$ cat src/rtl/ascii_scancode_tx.sv
// ASCII -> PS/2 Set 2 make/break byte sequencer with Left-Shift wrapping.
// Optional Ctrl+letter mapping of 0x01-0x1A when ASCII_SCANTX_CTRL_EN is defined.
module ascii_scancode_tx #(
    parameter int GAP_CYCLES = 0
) (
    input  logic       clk,
    input  logic       rst_n,
    input  logic       ascii_valid,
    input  logic [6:0] ascii_data,
    output logic       ascii_ready,
    output logic       sc_valid,
    output logic [7:0] sc_data,
    input  logic       sc_ready,
    output logic       busy,
    output logic       unmapped
);

    localparam int GCW = (GAP_CYCLES > 0) ? $clog2(GAP_CYCLES + 1) : 1;

    localparam logic [7:0] BRK_CODE   = 8'hF0;
    localparam logic [7:0] LSHIFT_KEY = 8'h12;
    localparam logic [7:0] LCTRL_KEY  = 8'h14;

    typedef enum logic [2:0] {
        S_IDLE,
        S_MOD_MK,
        S_KEY_MK,
        S_BRK1,
        S_KEY_BRK,
        S_BRK2,
        S_MOD_BRK,
        S_GAP
    } state_t;

    typedef struct packed {
        logic       hit;
        logic       has_mod;
        logic [7:0] mod;
        logic [7:0] key;
    } map_t;

    function automatic logic [7:0] letter_code(input logic [4:0] idx);
        logic [7:0] k;
        case (idx)
            5'd0:  k = 8'h1C;  5'd1:  k = 8'h32;  5'd2:  k = 8'h21;  5'd3:  k = 8'h23;
            5'd4:  k = 8'h24;  5'd5:  k = 8'h2B;  5'd6:  k = 8'h34;  5'd7:  k = 8'h33;
            5'd8:  k = 8'h43;  5'd9:  k = 8'h3B;  5'd10: k = 8'h42;  5'd11: k = 8'h4B;
            5'd12: k = 8'h3A;  5'd13: k = 8'h31;  5'd14: k = 8'h44;  5'd15: k = 8'h4D;
            5'd16: k = 8'h15;  5'd17: k = 8'h2D;  5'd18: k = 8'h1B;  5'd19: k = 8'h2C;
            5'd20: k = 8'h3C;  5'd21: k = 8'h2A;  5'd22: k = 8'h1D;  5'd23: k = 8'h22;
            5'd24: k = 8'h35;  5'd25: k = 8'h1A;
            default: k = 8'h00;
        endcase
        return k;
    endfunction

    function automatic logic [7:0] digit_code(input logic [3:0] d);
        logic [7:0] k;
        case (d)
            4'd0: k = 8'h45;  4'd1: k = 8'h16;  4'd2: k = 8'h1E;  4'd3: k = 8'h26;
            4'd4: k = 8'h25;  4'd5: k = 8'h2E;  4'd6: k = 8'h36;  4'd7: k = 8'h3D;
            4'd8: k = 8'h3E;  4'd9: k = 8'h46;
            default: k = 8'h00;
        endcase
        return k;
    endfunction

    function automatic map_t plain(input logic [7:0] k);
        return {1'b1, 1'b0, LSHIFT_KEY, k};
    endfunction

    function automatic map_t shifted(input logic [7:0] k);
        return {1'b1, 1'b1, LSHIFT_KEY, k};
    endfunction

    function automatic map_t lookup(input logic [6:0] c);
        map_t m;
        m = '0;
        if (c >= 7'h61 && c <= 7'h7A) begin
            m = plain(letter_code(5'(c - 7'h61)));
        end else if (c >= 7'h41 && c <= 7'h5A) begin
            m = shifted(letter_code(5'(c - 7'h41)));
        end else if (c >= 7'h30 && c <= 7'h39) begin
            m = plain(digit_code(4'(c - 7'h30)));
        end else begin
            case (c)
                7'h20: m = plain(8'h29);   7'h08: m = plain(8'h66);
                7'h09: m = plain(8'h0D);   7'h0A: m = plain(8'h5A);
                7'h1B: m = plain(8'h76);
                7'h60: m = plain(8'h0E);   7'h2D: m = plain(8'h4E);
                7'h3D: m = plain(8'h55);   7'h5B: m = plain(8'h54);
                7'h5D: m = plain(8'h5B);   7'h5C: m = plain(8'h5D);
                7'h3B: m = plain(8'h4C);   7'h27: m = plain(8'h52);
                7'h2C: m = plain(8'h41);   7'h2E: m = plain(8'h49);
                7'h2F: m = plain(8'h4A);
                7'h7E: m = shifted(8'h0E); 7'h21: m = shifted(8'h16);
                7'h40: m = shifted(8'h1E); 7'h23: m = shifted(8'h26);
                7'h24: m = shifted(8'h25); 7'h25: m = shifted(8'h2E);
                7'h5E: m = shifted(8'h36); 7'h26: m = shifted(8'h3D);
                7'h2A: m = shifted(8'h3E); 7'h28: m = shifted(8'h46);
                7'h29: m = shifted(8'h45); 7'h5F: m = shifted(8'h4E);
                7'h2B: m = shifted(8'h55); 7'h7B: m = shifted(8'h54);
                7'h7D: m = shifted(8'h5B); 7'h7C: m = shifted(8'h5D);
                7'h3A: m = shifted(8'h4C); 7'h22: m = shifted(8'h52);
                7'h3C: m = shifted(8'h41); 7'h3E: m = shifted(8'h49);
                7'h3F: m = shifted(8'h4A);
                default: begin
`ifdef ASCII_SCANTX_CTRL_EN
                    // BS/HT/LF/ESC are decoded above, so the rest of 01-1A is Ctrl+letter
                    if (c >= 7'h01 && c <= 7'h1A) begin
                        m = {1'b1, 1'b1, LCTRL_KEY, letter_code(5'(c - 7'h01))};
                    end
`endif
                end
            endcase
        end
        return m;
    endfunction

    function automatic state_t next_emit(input state_t st, input logic has_mod);
        state_t n;
        case (st)
            S_MOD_MK:  n = S_KEY_MK;
            S_KEY_MK:  n = S_BRK1;
            S_BRK1:    n = S_KEY_BRK;
            S_KEY_BRK: n = has_mod ? S_BRK2 : S_IDLE;
            S_BRK2:    n = S_MOD_BRK;
            default:   n = S_IDLE;
        endcase
        return n;
    endfunction

    function automatic logic [7:0] state_byte(input state_t st, input logic [7:0] key,
                                              input logic [7:0] mod);
        logic [7:0] b;
        case (st)
            S_MOD_MK, S_MOD_BRK: b = mod;
            S_KEY_MK, S_KEY_BRK: b = key;
            default:             b = BRK_CODE;
        endcase
        return b;
    endfunction

    state_t           state_q;
    state_t           ret_q;
    logic [GCW-1:0]   gap_q;
    logic [7:0]       key_q;
    logic [7:0]       mod_q;
    logic             has_mod_q;
    logic             sc_valid_q;
    logic [7:0]       sc_data_q;
    logic             ascii_ready_q;
    logic             unmapped_q;

    map_t             acc_map;
    state_t           nxt_emit;
    logic             accept;

    assign acc_map  = lookup(ascii_data);
    assign nxt_emit = next_emit(state_q, has_mod_q);
    assign accept   = ascii_valid & ascii_ready_q;

    always_ff @(posedge clk or negedge rst_n) begin
        if (!rst_n) begin
            state_q       <= S_IDLE;
            ret_q         <= S_IDLE;
            gap_q         <= '0;
            key_q         <= 8'h00;
            mod_q         <= 8'h00;
            has_mod_q     <= 1'b0;
            sc_valid_q    <= 1'b0;
            sc_data_q     <= 8'h00;
            ascii_ready_q <= 1'b1;
            unmapped_q    <= 1'b0;
        end else begin
            unmapped_q <= 1'b0;
            case (state_q)
                S_IDLE: begin
                    // ascii_ready low in IDLE only for the cycle after an unmapped char
                    if (!ascii_ready_q) begin
                        ascii_ready_q <= 1'b1;
                    end else if (ascii_valid) begin
                        ascii_ready_q <= 1'b0;
                        if (acc_map.hit) begin
                            key_q      <= acc_map.key;
                            mod_q      <= acc_map.mod;
                            has_mod_q  <= acc_map.has_mod;
                            state_q    <= acc_map.has_mod ? S_MOD_MK : S_KEY_MK;
                            sc_valid_q <= 1'b1;
                            sc_data_q  <= acc_map.has_mod ? acc_map.mod : acc_map.key;
                        end else begin
                            unmapped_q <= 1'b1;
                        end
                    end
                end
                S_GAP: begin
                    if (gap_q == '0) begin
                        state_q    <= ret_q;
                        sc_valid_q <= 1'b1;
                        sc_data_q  <= state_byte(ret_q, key_q, mod_q);
                    end else begin
                        gap_q <= gap_q - GCW'(1);
                    end
                end
                default: begin
                    if (sc_ready) begin
                        if (nxt_emit == S_IDLE) begin
                            state_q       <= S_IDLE;
                            sc_valid_q    <= 1'b0;
                            ascii_ready_q <= 1'b1;
                        end else if (GAP_CYCLES > 0) begin
                            state_q    <= S_GAP;
                            ret_q      <= nxt_emit;
                            gap_q      <= GCW'(GAP_CYCLES - 1);
                            sc_valid_q <= 1'b0;
                        end else begin
                            state_q   <= nxt_emit;
                            sc_data_q <= state_byte(nxt_emit, key_q, mod_q);
                        end
                    end
                end
            endcase
        end
    end

    assign ascii_ready = ascii_ready_q;
    assign sc_valid    = sc_valid_q;
    assign sc_data     = sc_data_q;
    assign unmapped    = unmapped_q;
    assign busy        = ~ascii_ready_q | accept;

endmodule

$ cat config.mk
export PLATFORM = sky130hd
export DESIGN_NAME = ascii_scancode_tx
export DESIGN_NICKNAME = d
export VERILOG_FILES = /design/src/rtl/ascii_scancode_tx.sv
export SDC_FILE = /design/constraint.sdc
export NUM_CORES = 1
export LEC_CHECK = 0
export ABC_AREA = 1
export BUFFER_PORTS_ARGS = -buffer_cell sky130_fd_sc_hd__buf_2
export CAP_MARGIN = 10
export CORE_ASPECT_RATIO = 1.75
export CORE_UTILIZATION = 59
export DETAILED_ROUTE_END_ITERATION = 10
export HOLD_SLACK_MARGIN = 0.03
export PLACE_DENSITY = 0.85
export SKIP_LAST_GASP = 1
export SLEW_MARGIN = 20
export SYNTH_ARGS = -nofsm -noshare
export SYNTH_HDL_FRONTEND = slang
export SYNTH_SLANG_ARGS = --single-unit
export TNS_END_PERCENT = 1
$ cat constraint.sdc
create_clock -name clk -period 2.08 [get_ports clk]
set_input_delay 0.312 -clock clk [delete_from_list [all_inputs] [get_ports clk]]
set_output_delay 0.312 -clock clk [all_outputs]
set_load 0.02 [all_outputs]
==> results of run 1 <==
metrics by stage:
step	instance area (um^2)	TNS, ns
floorplan	2620	0
global placement	3480	-5.32
CTS	3560	-0.168
detailed placement	3480	-7.09
cells in the mapped netlist:
| master | number |
|---|---|
| sky130_fd_sc_hd__nand2_1 | 173 |
| sky130_fd_sc_hd__nor2_1 | 86 |
| sky130_fd_sc_hd__nand3_1 | 48 |
| sky130_fd_sc_hd__inv_1 | 35 |
| sky130_fd_sc_hd__o21ai_0 | 23 |
| sky130_fd_sc_hd__dfrtp_1 | 22 |
| sky130_fd_sc_hd__nor3_1 | 14 |
| sky130_fd_sc_hd__ha_1 | 10 |
| sky130_fd_sc_hd__a21oi_1 | 8 |
| sky130_fd_sc_hd__inv_2 | 6 |
| sky130_fd_sc_hd__o211ai_1 | 6 |
| sky130_fd_sc_hd__nand4_1 | 5 |
| sky130_fd_sc_hd__o21ai_1 | 4 |
| sky130_fd_sc_hd__buf_2 | 3 |
| sky130_fd_sc_hd__buf_4 | 3 |
| sky130_fd_sc_hd__nor2_2 | 3 |
| sky130_fd_sc_hd__a31oi_1 | 2 |
| sky130_fd_sc_hd__and3_1 | 2 |
| sky130_fd_sc_hd__clkbuf_1 | 2 |
| sky130_fd_sc_hd__nand3_2 | 2 |
| sky130_fd_sc_hd__nand3b_1 | 2 |
| sky130_fd_sc_hd__or2_2 | 2 |
| sky130_fd_sc_hd__a211oi_1 | 1 |
| sky130_fd_sc_hd__a22oi_1 | 1 |
| sky130_fd_sc_hd__and2_1 | 1 |
| sky130_fd_sc_hd__clkinv_1 | 1 |
| sky130_fd_sc_hd__dfstp_2 | 1 |
| sky130_fd_sc_hd__nand2_2 | 1 |
| sky130_fd_sc_hd__nand4_2 | 1 |
| sky130_fd_sc_hd__nor3b_1 | 1 |
| sky130_fd_sc_hd__o21a_1 | 1 |
| sky130_fd_sc_hd__o21bai_1 | 1 |
| sky130_fd_sc_hd__o31ai_1 | 1 |
| sky130_fd_sc_hd__or2_1 | 1 |
| sky130_fd_sc_hd__xor2_1 | 1 |
layer usage:
layer / track usage (%) / overflow
met5: 2.56 / 0
met4: 94.1 / 49
met3: 50.4 / 0
met2: 103 / 91
met1: 72.6 / 1
logic make-up after synthesis:
family                   Yosys count
AO/OA/AOI/OAI                     48
buffers and inverters             50
flip-flops                        23
AND/OR/NAND/NOR                  342
XOR/XNOR                           1
adder cells (fa/ha/maj)           10
timing repair:
action	4_1_cts
endpoints found under the setup margin	20
resized for setup	6
hold buffers	1
endpoints found under the hold margin	22
==> out/summary.log, run 1 <==
[synthesis] Synth Area in Compound Gates 10.3%
[run_status] outcome did not finish
[synthesis] Avg Synthesized Cell Area 5.52 um^2
[floorplan] IO Count 23
[synthesis] top post-synthesis cells by area sky130_fd_sc_hd__nand2_1 (25%), sky130_fd_sc_hd__dfrtp_1 (21%), sky130_fd_sc_hd__nor2_1 (12%), sky130_fd_sc_hd__nand3_1 (9.2%), sky130_fd_sc_hd__inv_1 (5.0%)
[place] Place WS -0.420 ns
[synthesis] post-synthesis instance area 2620 um^2
[synthesis] Syn Inst Count 474
[synthesis] Distinct cells, synth 35
[global_routing] largest net degree at the start of global routing 24
[place] DPL Wire Length 7.80 mm
[clock_network] Post CTS Setup Buffer Count 0
[clock_network] deepest clock path buffer count 2
[synthesis] fraction of synthesized cell area in xor and xnor cells 0.335%
[place] Placed Cells incl. Taps 634
[floorplan] Die Span Y 90.1 um
[synthesis] yosys warns 3
[global_routing] total routing resource utilization after global routing 79.2%
[synthesis] area leader, netlist sky130_fd_sc_hd__nand2_1
[synthesis] FF+latch count, synth 23
[floorplan] x dimension of the die 52.3 um
[synthesis] syn_nets 495
[global_routing] GRT overflow 141
[synthesis] synthesized-area fraction occupied by and/or/nand/nor cells 54.7%
[synthesis] area share of the leading cell type in the synthesized netlist 24.8%
[place] routability cong. 1.09
[timing] endpoint with the least setup slack after the last global-route repair sc_data[2]$_DFFE_PN0P_/D
[clock_network] TritonCTS Buffers 3
[synthesis] Seq/Total Area, Yosys 22.1%
[synthesis] Adder-Cell Fraction of Synth Area 4.78%
[place] Port-buffer cells 22
[run_status] First Error [ERROR GRT-0232] Routing congestion too high. Check the congestion heatmap in the GUI.
[run_status] last step reached 5_1_grt
[clock_network] number of sinks on the clock net 23
[floorplan] initial core utilization 62.4%
[floorplan] site row count 31
[clock_network] CTS H-Tree Depth 1
[synthesis] main combinational cell family by area after synthesis simple AND/OR/NAND/NOR gates
[synthesis] fraction of synthesized area in multiplexers 0%
[timing] worst-path endpoint category register data pin
[clock_network] cell at the root of the clock tree sky130_fd_sc_hd__clkbuf_8
==> run 2, diff against run 1 <==
CORE_ASPECT_RATIO = unset   (was 1.75)
CORE_UTILIZATION = 40   (was 59)
HOLD_SLACK_MARGIN = unset   (was 0.03)
PLACE_DENSITY = unset   (was 0.85)
PLACE_DENSITY_LB_ADDON = 0.15   (was unset)
==> out/summary.log, run 2 <==
[run_status] outcome finished clean
[min_path] classification of the worst-slack hold path input port to asynchronous set/reset pin
[synthesis] Distinct cells, synth 35 [unchanged]
[global_routing] total routing resource utilization after global routing 26.8%
[timing] normalized max-slew margin 66.2%
[layout] layout net count 620
[synthesis] ranking of synthesized cells by instance count sky130_fd_sc_hd__nand2_1 (173), sky130_fd_sc_hd__nor2_1 (86), sky130_fd_sc_hd__nand3_1 (48)
[power_and_ir_drop] reported leakage power 2.15 nW
[timing] transition at the pin with the smallest max-transition slack 0.507 ns
[place] Place WS -0.412 ns [+0.00781 ns]
[floorplan] Die Span Y 82.9 um [-8.0%]
[timing] final critical-path share of the clock period 98.3%
[clock_network] TritonCTS Buffers 3 [unchanged]
[routing] count of TritonRoute iterations in the first routing pass 5
[layout] final instance area 3820 um^2
[power_and_ir_drop] total power after layout 2.83 mW
[routing] remaining antenna violation count after routing 0
[clock_network] deepest clock path buffer count 2 [unchanged]
[synthesis] share of flip-flops with an asynchronous set or reset 100% [unchanged]
[floorplan] initial core utilization 41.4% [-21 points]
[synthesis] area share of the leading cell type in the synthesized netlist 24.8% [unchanged]
[synthesis] Avg Synthesized Cell Area 5.52 um^2 [unchanged]
[worst_setup_path] kind of end point of the critical path flop
[floorplan] site row count 29 [-6.5%]
[timing] sum of negative setup slack 0 ns
[place] Port-buffer cells 22 [unchanged]
[synthesis] top post-synthesis cells by area sky130_fd_sc_hd__nand2_1 (25%), sky130_fd_sc_hd__dfrtp_1 (21%), sky130_fd_sc_hd__nor2_1 (12%), sky130_fd_sc_hd__nand3_1 (9.2%), sky130_fd_sc_hd__inv_1 (5.0%)
[synthesis] Seq/Total Area, Yosys 22.1% [unchanged]
[timing] Pins Over Slew Limit 0
[worst_setup_path] setup slack on the worst flop-to-flop path 0.19 ns
[floorplan] IO Count 23 [unchanged]
[job] Max-Cap Viols 0
[synthesis] syn_nets 495 [unchanged]
[synthesis] Post-synth EDFFs 0 [unchanged]
[synthesis] most instantiated flip-flop cell in the synthesis netlist sky130_fd_sc_hd__dfrtp_1
[clock_network] clock-pin slew of the registers on the worst-case setup and hold paths 0.08 ns
[timing] Hold Fails Final Rpt 0
[routing] post-route DRC violation count 0
[global_routing] first-pass GRT wire length 15.0 mm
[timing] Setup WS post-layout 0.0345 ns
[place] area of placed instances 3560 um^2 [+2.2%]
[routing] drt via density 5.03
[timing] maximum operating frequency 0.489 GHz
[routing] Total Routed Length 8.97 mm
[timing] Final setup violation count 0
[floorplan] core region area 6310 um^2
[place] routability cong. 0.940 [-14%]
[floorplan] x dimension of the die 82.9 um [+58%]
[global_routing] number of antenna violations at the first check in global routing 0
[power_and_ir_drop] worst voltage drop across the vdd grid 0.883 mV
[worst_setup_path] startpoint type of the worst setup path input port
[global_routing] GRT overflow 0
[global_routing] largest net degree at the start of global routing 24
[layout] # diodes 0
[floorplan] Total Die Area 6860 um^2
[worst_setup_path] WS Path Type input port to flop
[timing] Final min period 2.05 ns
[synthesis] dominant cell by count in the synthesized netlist sky130_fd_sc_hd__nand2_1
[clock_network] CTS H-Tree Depth 1 [unchanged]
[worst_setup_path] length in cells of the worst reg-to-reg path 9
[worst_setup_path] top fanout value on the critical path 7
[global_routing] number of global-route vias before repair 3231
[timing] unrepaired setup endpoints after global routing true
[clock_network] cell at the root of the clock tree sky130_fd_sc_hd__clkbuf_8
[synthesis] area leader, netlist sky130_fd_sc_hd__nand2_1
[layout] flip-flop count of the largest register, all copies and words added 8
[synthesis] yosys warns 3 [unchanged]
[layout] share of cells above drive strength 1 31.3%
[clock_network] Clk Latency, worst-skew pair 0.26 ns
[worst_setup_path] origin of the critical flop-to-flop path state_q[1]$_DFFE_PN0P_
[routing] routed length per instance 13.3 um
[layout] post-synthesis to final-layout area growth 46.3%
[routing] total via count in the routed design 3398
[synthesis] Syn Inst Count 474 [unchanged]
[clock_network] clock tree from TritonCTS built
[routing] initial drt markers 188
[synthesis] post-synthesis instance area 2620 um^2 [unchanged]
[synthesis] FF+latch count, synth 23 [unchanged]
[clock_network] number of sinks on the clock net 23 [unchanged]
[place] DPL Wire Length 7.24 mm [-7.1%]
[timing] Hold Worst Slack 0.00323 ns
[timing] worst clock skew 0.00764 ns
[worst_setup_path] endpoint of the most critical register-to-register path sc_data[2]$_DFFE_PN0P_
[worst_setup_path] Worst Path Required 2.23 ns
[power_and_ir_drop] power density of the placed cells 740 nW/um^2
[worst_setup_path] Critical Path AT 2.19 ns
[layout] commonest cells after routing, fill and taps aside sky130_fd_sc_hd__nand2_1 (165), sky130_fd_sc_hd__buf_4 (104), sky130_fd_sc_hd__nor2_1 (75)
[layout] most common library cell in the layout ignoring fill and taps sky130_fd_sc_hd__nand2_1
[run 2: worst max path at each step]
stage | start | endpoint | depth (start not counted)
3_5_place_dp | ascii_data[0] | mod_q[1]$_DFFE_PN0P_ | 14
2_1_floorplan | ascii_data[0] | mod_q[1]$_DFFE_PN0P_ | 13
4_1_cts | ascii_data[1] | mod_q[1]$_DFFE_PN0P_ | 15
5_1_grt | ascii_data[1] | mod_q[1]$_DFFE_PN0P_ | 15
6_report | ascii_data[1] | mod_q[1]$_DFFE_PN0P_ | 15
3_3_place_gp | ascii_data[1] | mod_q[1]$_DFFE_PN0P_ | 15
[run 2: kinds of logic after synthesis]
kind of cell / share of synthesized area, %
DFF: 22.1
buffers and inverters: 7.75
adders and majority gates: 4.78
xor gates and xnor gates: 0.335
AOI/OAI and AO/OA: 10.3
and+or+nand+nor: 54.7
[run 2: critical path, cell delays in order]
cell and delay, ns:
sky130_fd_sc_hd__buf_2 0.11, sky130_fd_sc_hd__buf_4 0.15, sky130_fd_sc_hd__ha_2 0.21, sky130_fd_sc_hd__o21ai_2 0.16
sky130_fd_sc_hd__buf_4 0.14, sky130_fd_sc_hd__inv_1 0.03, sky130_fd_sc_hd__nand2_1 0.12, sky130_fd_sc_hd__nand2_1 0.08
sky130_fd_sc_hd__nor2_2 0.11, sky130_fd_sc_hd__nand3_2 0.11, sky130_fd_sc_hd__nor2_4 0.18, sky130_fd_sc_hd__nand3_4 0.11
sky130_fd_sc_hd__nand2_4 0.10, sky130_fd_sc_hd__inv_2 0.06, sky130_fd_sc_hd__or2_1 0.21
[run 2: metal layers]
layer	up-vias	part of all wire, %	track usage, %
met5	-	0	0
met4	0	2.0	5.80
met3	18	4.0	3.38
met2	80	45	43.4
met1	1520	49	38.1
li1	1780	-	-
[run 2: metrics by stage]
step | util (%) | cells
2_1_floorplan | - | 474
3_3_place_gp | 56.3 | 669
3_5_place_dp | 56.3 | 669
4_1_cts | 57.6 | 673
5_1_grt | 60.6 | 675
6_report | 60.6 | 675
[run 2: repair_timing]
| item | 4_1_cts | 5_1_grt |
|---|---|---|
| gates resized for setup | 11 | 46 |
| pin swaps | 0 | 13 |
| setup buffers | 0 | 2 |
| endpoints found under the hold margin | 0 | 0 |
| cloned | 0 | 0 |
| endpoints found under the setup margin | 18 | 22 |
| hold buffers | 0 | 0 |
[run 2: area by class of cell]
type	instances	area [um^2]
Multi-Input combinational cell	401	2030
Fill cell	643	2490
Timing Repair Buffer	128	913
Clock buffer	4	45.0
Sequential cell	23	577
Tap cell	77	96.3
Inverter	42	163
[run 2: report_power, final]
part	internal (mW)	switching, mW
sequential	0.656	0.130
combinational	0.664	1.11
clock	0.137	0.137
No activity file was read; power rests on OpenSTA's default activity.
==> run 3, diff against run 2 <==
CELL_PAD_IN_SITES_DETAIL_PLACEMENT = 1   (was unset)
CELL_PAD_IN_SITES_GLOBAL_PLACEMENT = 1   (was unset)
==> out/summary.log, run 3 (synthesis gave the netlist of run 2 again) <==
[global_routing] largest net degree at the start of global routing 24 [unchanged]
[min_path] classification of the worst-slack hold path input port to asynchronous set/reset pin
[layout] most common library cell in the layout ignoring fill and taps sky130_fd_sc_hd__nand2_1
[clock_network] CTS H-Tree Depth 1 [unchanged]
[layout] layout net count 624 [+0.65%]
[timing] Final setup violation count 21 [+21]
[floorplan] IO Count 23 [unchanged]
[worst_setup_path] Worst Path Required 2.22 ns [about the same]
[timing] Pins Over Slew Limit 0 [unchanged]
[worst_setup_path] Critical Path AT 2.49 ns [+0.30 ns]
[power_and_ir_drop] reported leakage power 2.17 nW [+1.0%]
[clock_network] clock tree from TritonCTS built
[timing] Final min period 2.35 ns [+0.300 ns]
[routing] post-route DRC violation count 0 [unchanged]
[routing] routed length per instance 21.7 um [+64%]
[layout] share of cells above drive strength 1 32.2% [+0.96 points]
[clock_network] cell at the root of the clock tree sky130_fd_sc_hd__clkbuf_8
[worst_setup_path] kind of end point of the critical path flop
[layout] post-synthesis to final-layout area growth 48.8%
[layout] final non-filler cell total 679 [+0.59%]
[place] routability cong. 0.964 [+2.5%]
[worst_setup_path] WS Path Type input port to flop
[routing] count of TritonRoute iterations in the first routing pass 5 [unchanged]
[routing] Total Routed Length 14.8 mm [+65%]
[timing] worst clock skew 0.0144 ns [+0.00672 ns]
[timing] unrepaired setup endpoints after global routing true
[timing] Hold Fails Final Rpt 0 [unchanged]
[job] Max-Cap Viols 0 [unchanged]
[timing] Hold Worst Slack 0.00747 ns [+0.00424 ns]
[floorplan] initial core utilization 41.4% [unchanged]
[timing] Setup WS post-layout -0.266 ns [-0.300 ns]
[run_status] failing checks setup timing
[global_routing] number of antenna violations at the first check in global routing 0 [unchanged]
[place] DPL Wire Length 9.47 mm [+31%]
[timing] transition at the pin with the smallest max-transition slack 0.574 ns [+0.0666 ns]
[layout] flip-flop count of the largest register, all copies and words added 8 [unchanged]
[routing] total via count in the routed design 4129 [+22%]
[clock_network] TritonCTS Buffers 3 [unchanged]
[global_routing] first-pass GRT wire length 18.8 mm [+26%]
[floorplan] x dimension of the die 82.9 um [unchanged]
[clock_network] deepest clock path buffer count 2 [unchanged]
[clock_network] Clk Latency, worst-skew pair 0.28 ns [+0.02 ns]
[global_routing] number of global-route vias before repair 3871 [+20%]
[place] Place WS -0.507 ns [-0.0945 ns]
[place] Placed Cells incl. Taps 671 [+0.30%]
[run_status] outcome complete, but fails checks
[power_and_ir_drop] worst voltage drop across the vdd grid 0.970 mV [+9.8%]
[floorplan] Total Die Area 6860 um^2 [unchanged]
[routing] drt via density 6.08 [+21%]
[clock_network] number of sinks on the clock net 23 [unchanged]
[global_routing] total routing resource utilization after global routing 33.9% [+7.1 points]
[routing] remaining antenna violation count after routing 0 [unchanged]
[power_and_ir_drop] power density of the placed cells 826 nW/um^2 [+12%]
[floorplan] site row count 29 [unchanged]
[place] Port-buffer cells 22 [unchanged]
[worst_setup_path] startpoint type of the worst setup path input port
[layout] total of fill cells in the finished design 897 [+40%]
[clock_network] number of hold buffers added after cts 0 [unchanged]
[floorplan] core region area 6310 um^2 [unchanged]
[worst_setup_path] top fanout value on the critical path 5 [-2]
[layout] commonest cells after routing, fill and taps aside sky130_fd_sc_hd__nand2_1 (161), sky130_fd_sc_hd__buf_4 (108), sky130_fd_sc_hd__nor2_1 (76)
[layout] # diodes 0 [unchanged]
[global_routing] GRT overflow 0 [unchanged]
[floorplan] Die Span Y 82.9 um [unchanged]
[clock_network] clock-pin slew of the registers on the worst-case setup and hold paths 0.10 ns [+0.02 ns]
[layout] final core area utilization 61.6% [+1.0 points]
[timing] maximum operating frequency 0.426 GHz [-13%]
[routing] initial drt markers 301 [+60%]
[timing] normalized max-slew margin 61.8% [-4.4 points]
[timing] final critical-path share of the clock period 113% [+14 points]
[run 3: cell count changes in the layout (fill, tap and decap cells not counted), sizes merged]
| cell | before | now |
|---|---|---|
| clkinv | 0 | 1 |
| clkbuf | 4 | 6 |
| inv | 42 | 40 |
| clkinvlp | 0 | 1 |
| buf | 128 | 130 |
[run 3: worst max-delay path: stages]
cell                       delay [ns]
sky130_fd_sc_hd__clkbuf_4        0.16
sky130_fd_sc_hd__buf_4           0.16
sky130_fd_sc_hd__ha_2            0.20
sky130_fd_sc_hd__nand3_4         0.14
sky130_fd_sc_hd__inv_1           0.10
sky130_fd_sc_hd__nand2_1         0.13
sky130_fd_sc_hd__nand2_2         0.10
sky130_fd_sc_hd__nor2_1          0.09
sky130_fd_sc_hd__nand2_1         0.08
sky130_fd_sc_hd__inv_1           0.10
sky130_fd_sc_hd__nand2_1         0.09
sky130_fd_sc_hd__nor2_4          0.17
sky130_fd_sc_hd__nand3_2         0.14
sky130_fd_sc_hd__nand2_2         0.14
sky130_fd_sc_hd__buf_4           0.15
sky130_fd_sc_hd__nand2_1         0.05
sky130_fd_sc_hd__o21ai_0         0.18
[run 3: repair_timing]
| item | 4_1_cts | 5_1_grt |
|---|---|---|
| endpoints found under the setup margin | 22 | 22 |
| cloned | 0 | 0 |
| resized for setup | 10 | 56 |
| pin swaps | 0 | 7 |
| setup buffers | 0 | 4 |
[run 3: area by class of cell]
cell class / instances / area [um^2] / share of cell area (%)
sequential: 23 / 577 / 14.8
clock buffer: 4 / 45.0 / 1.16
multi-input combinational: 401 / 2040 / 52.4
timing repair buffer: 132 / 963 / 24.8
tap: 77 / 96.3 / 2.48
inverter: 42 / 169 / 4.34
[run 3: final timing paths]
check,depth (start not counted),startpoint,to,slack [ns]
hold reg to reg,2,sc_data[0]$_DFFE_PN0P_,sc_data[0]$_DFFE_PN0P_,0.48
setup / recovery,17,ascii_data[1],has_mod_q$_DFFE_PN0P_,-0.27
max in group asynchronous,1,rst_n,mod_q[1]$_DFFE_PN0P_,1.68
min in group clk,3,sc_ready,ascii_ready$_DFFE_PN1P_,0.27
setup reg to reg,7,state_q[2]$_DFFE_PN0P_,sc_valid$_DFFE_PN0P_,-0.12
hold / removal,1,rst_n,state_q[0]$_DFFE_PN0P_,0.007
[run 3: stage by stage]
stage                     setup TNS [ns]  cell area (um^2)  power, mW
after global routing               -3.33              3890       3.36
after floorplan                        0              2620       1.86
after CTS                         -0.346              3660       2.82
final                              -2.79              3890       3.21
after detailed placement           -9.27              3580       2.52
after global placement             -6.88              3580       2.39
[run 3: per-layer routing]
metal	vias up	track usage, %	routed length, um
li1	1785	-	-
met3	112	3.88	1060
met2	273	59.8	6940
met1	1959	44.0	5640
met5	-	0	0
met4	0	8.46	1120
[run 3: report_power, final]
| group | total, mW | switching (mW) | internal [mW] |
|---|---|---|---|
| sequential | 0.834 | 0.178 | 0.656 |
| combinational | 2.07 | 1.40 | 0.673 |
| clock | 0.303 | 0.166 | 0.138 |
| total | 3.21 | 1.74 | 1.47 |
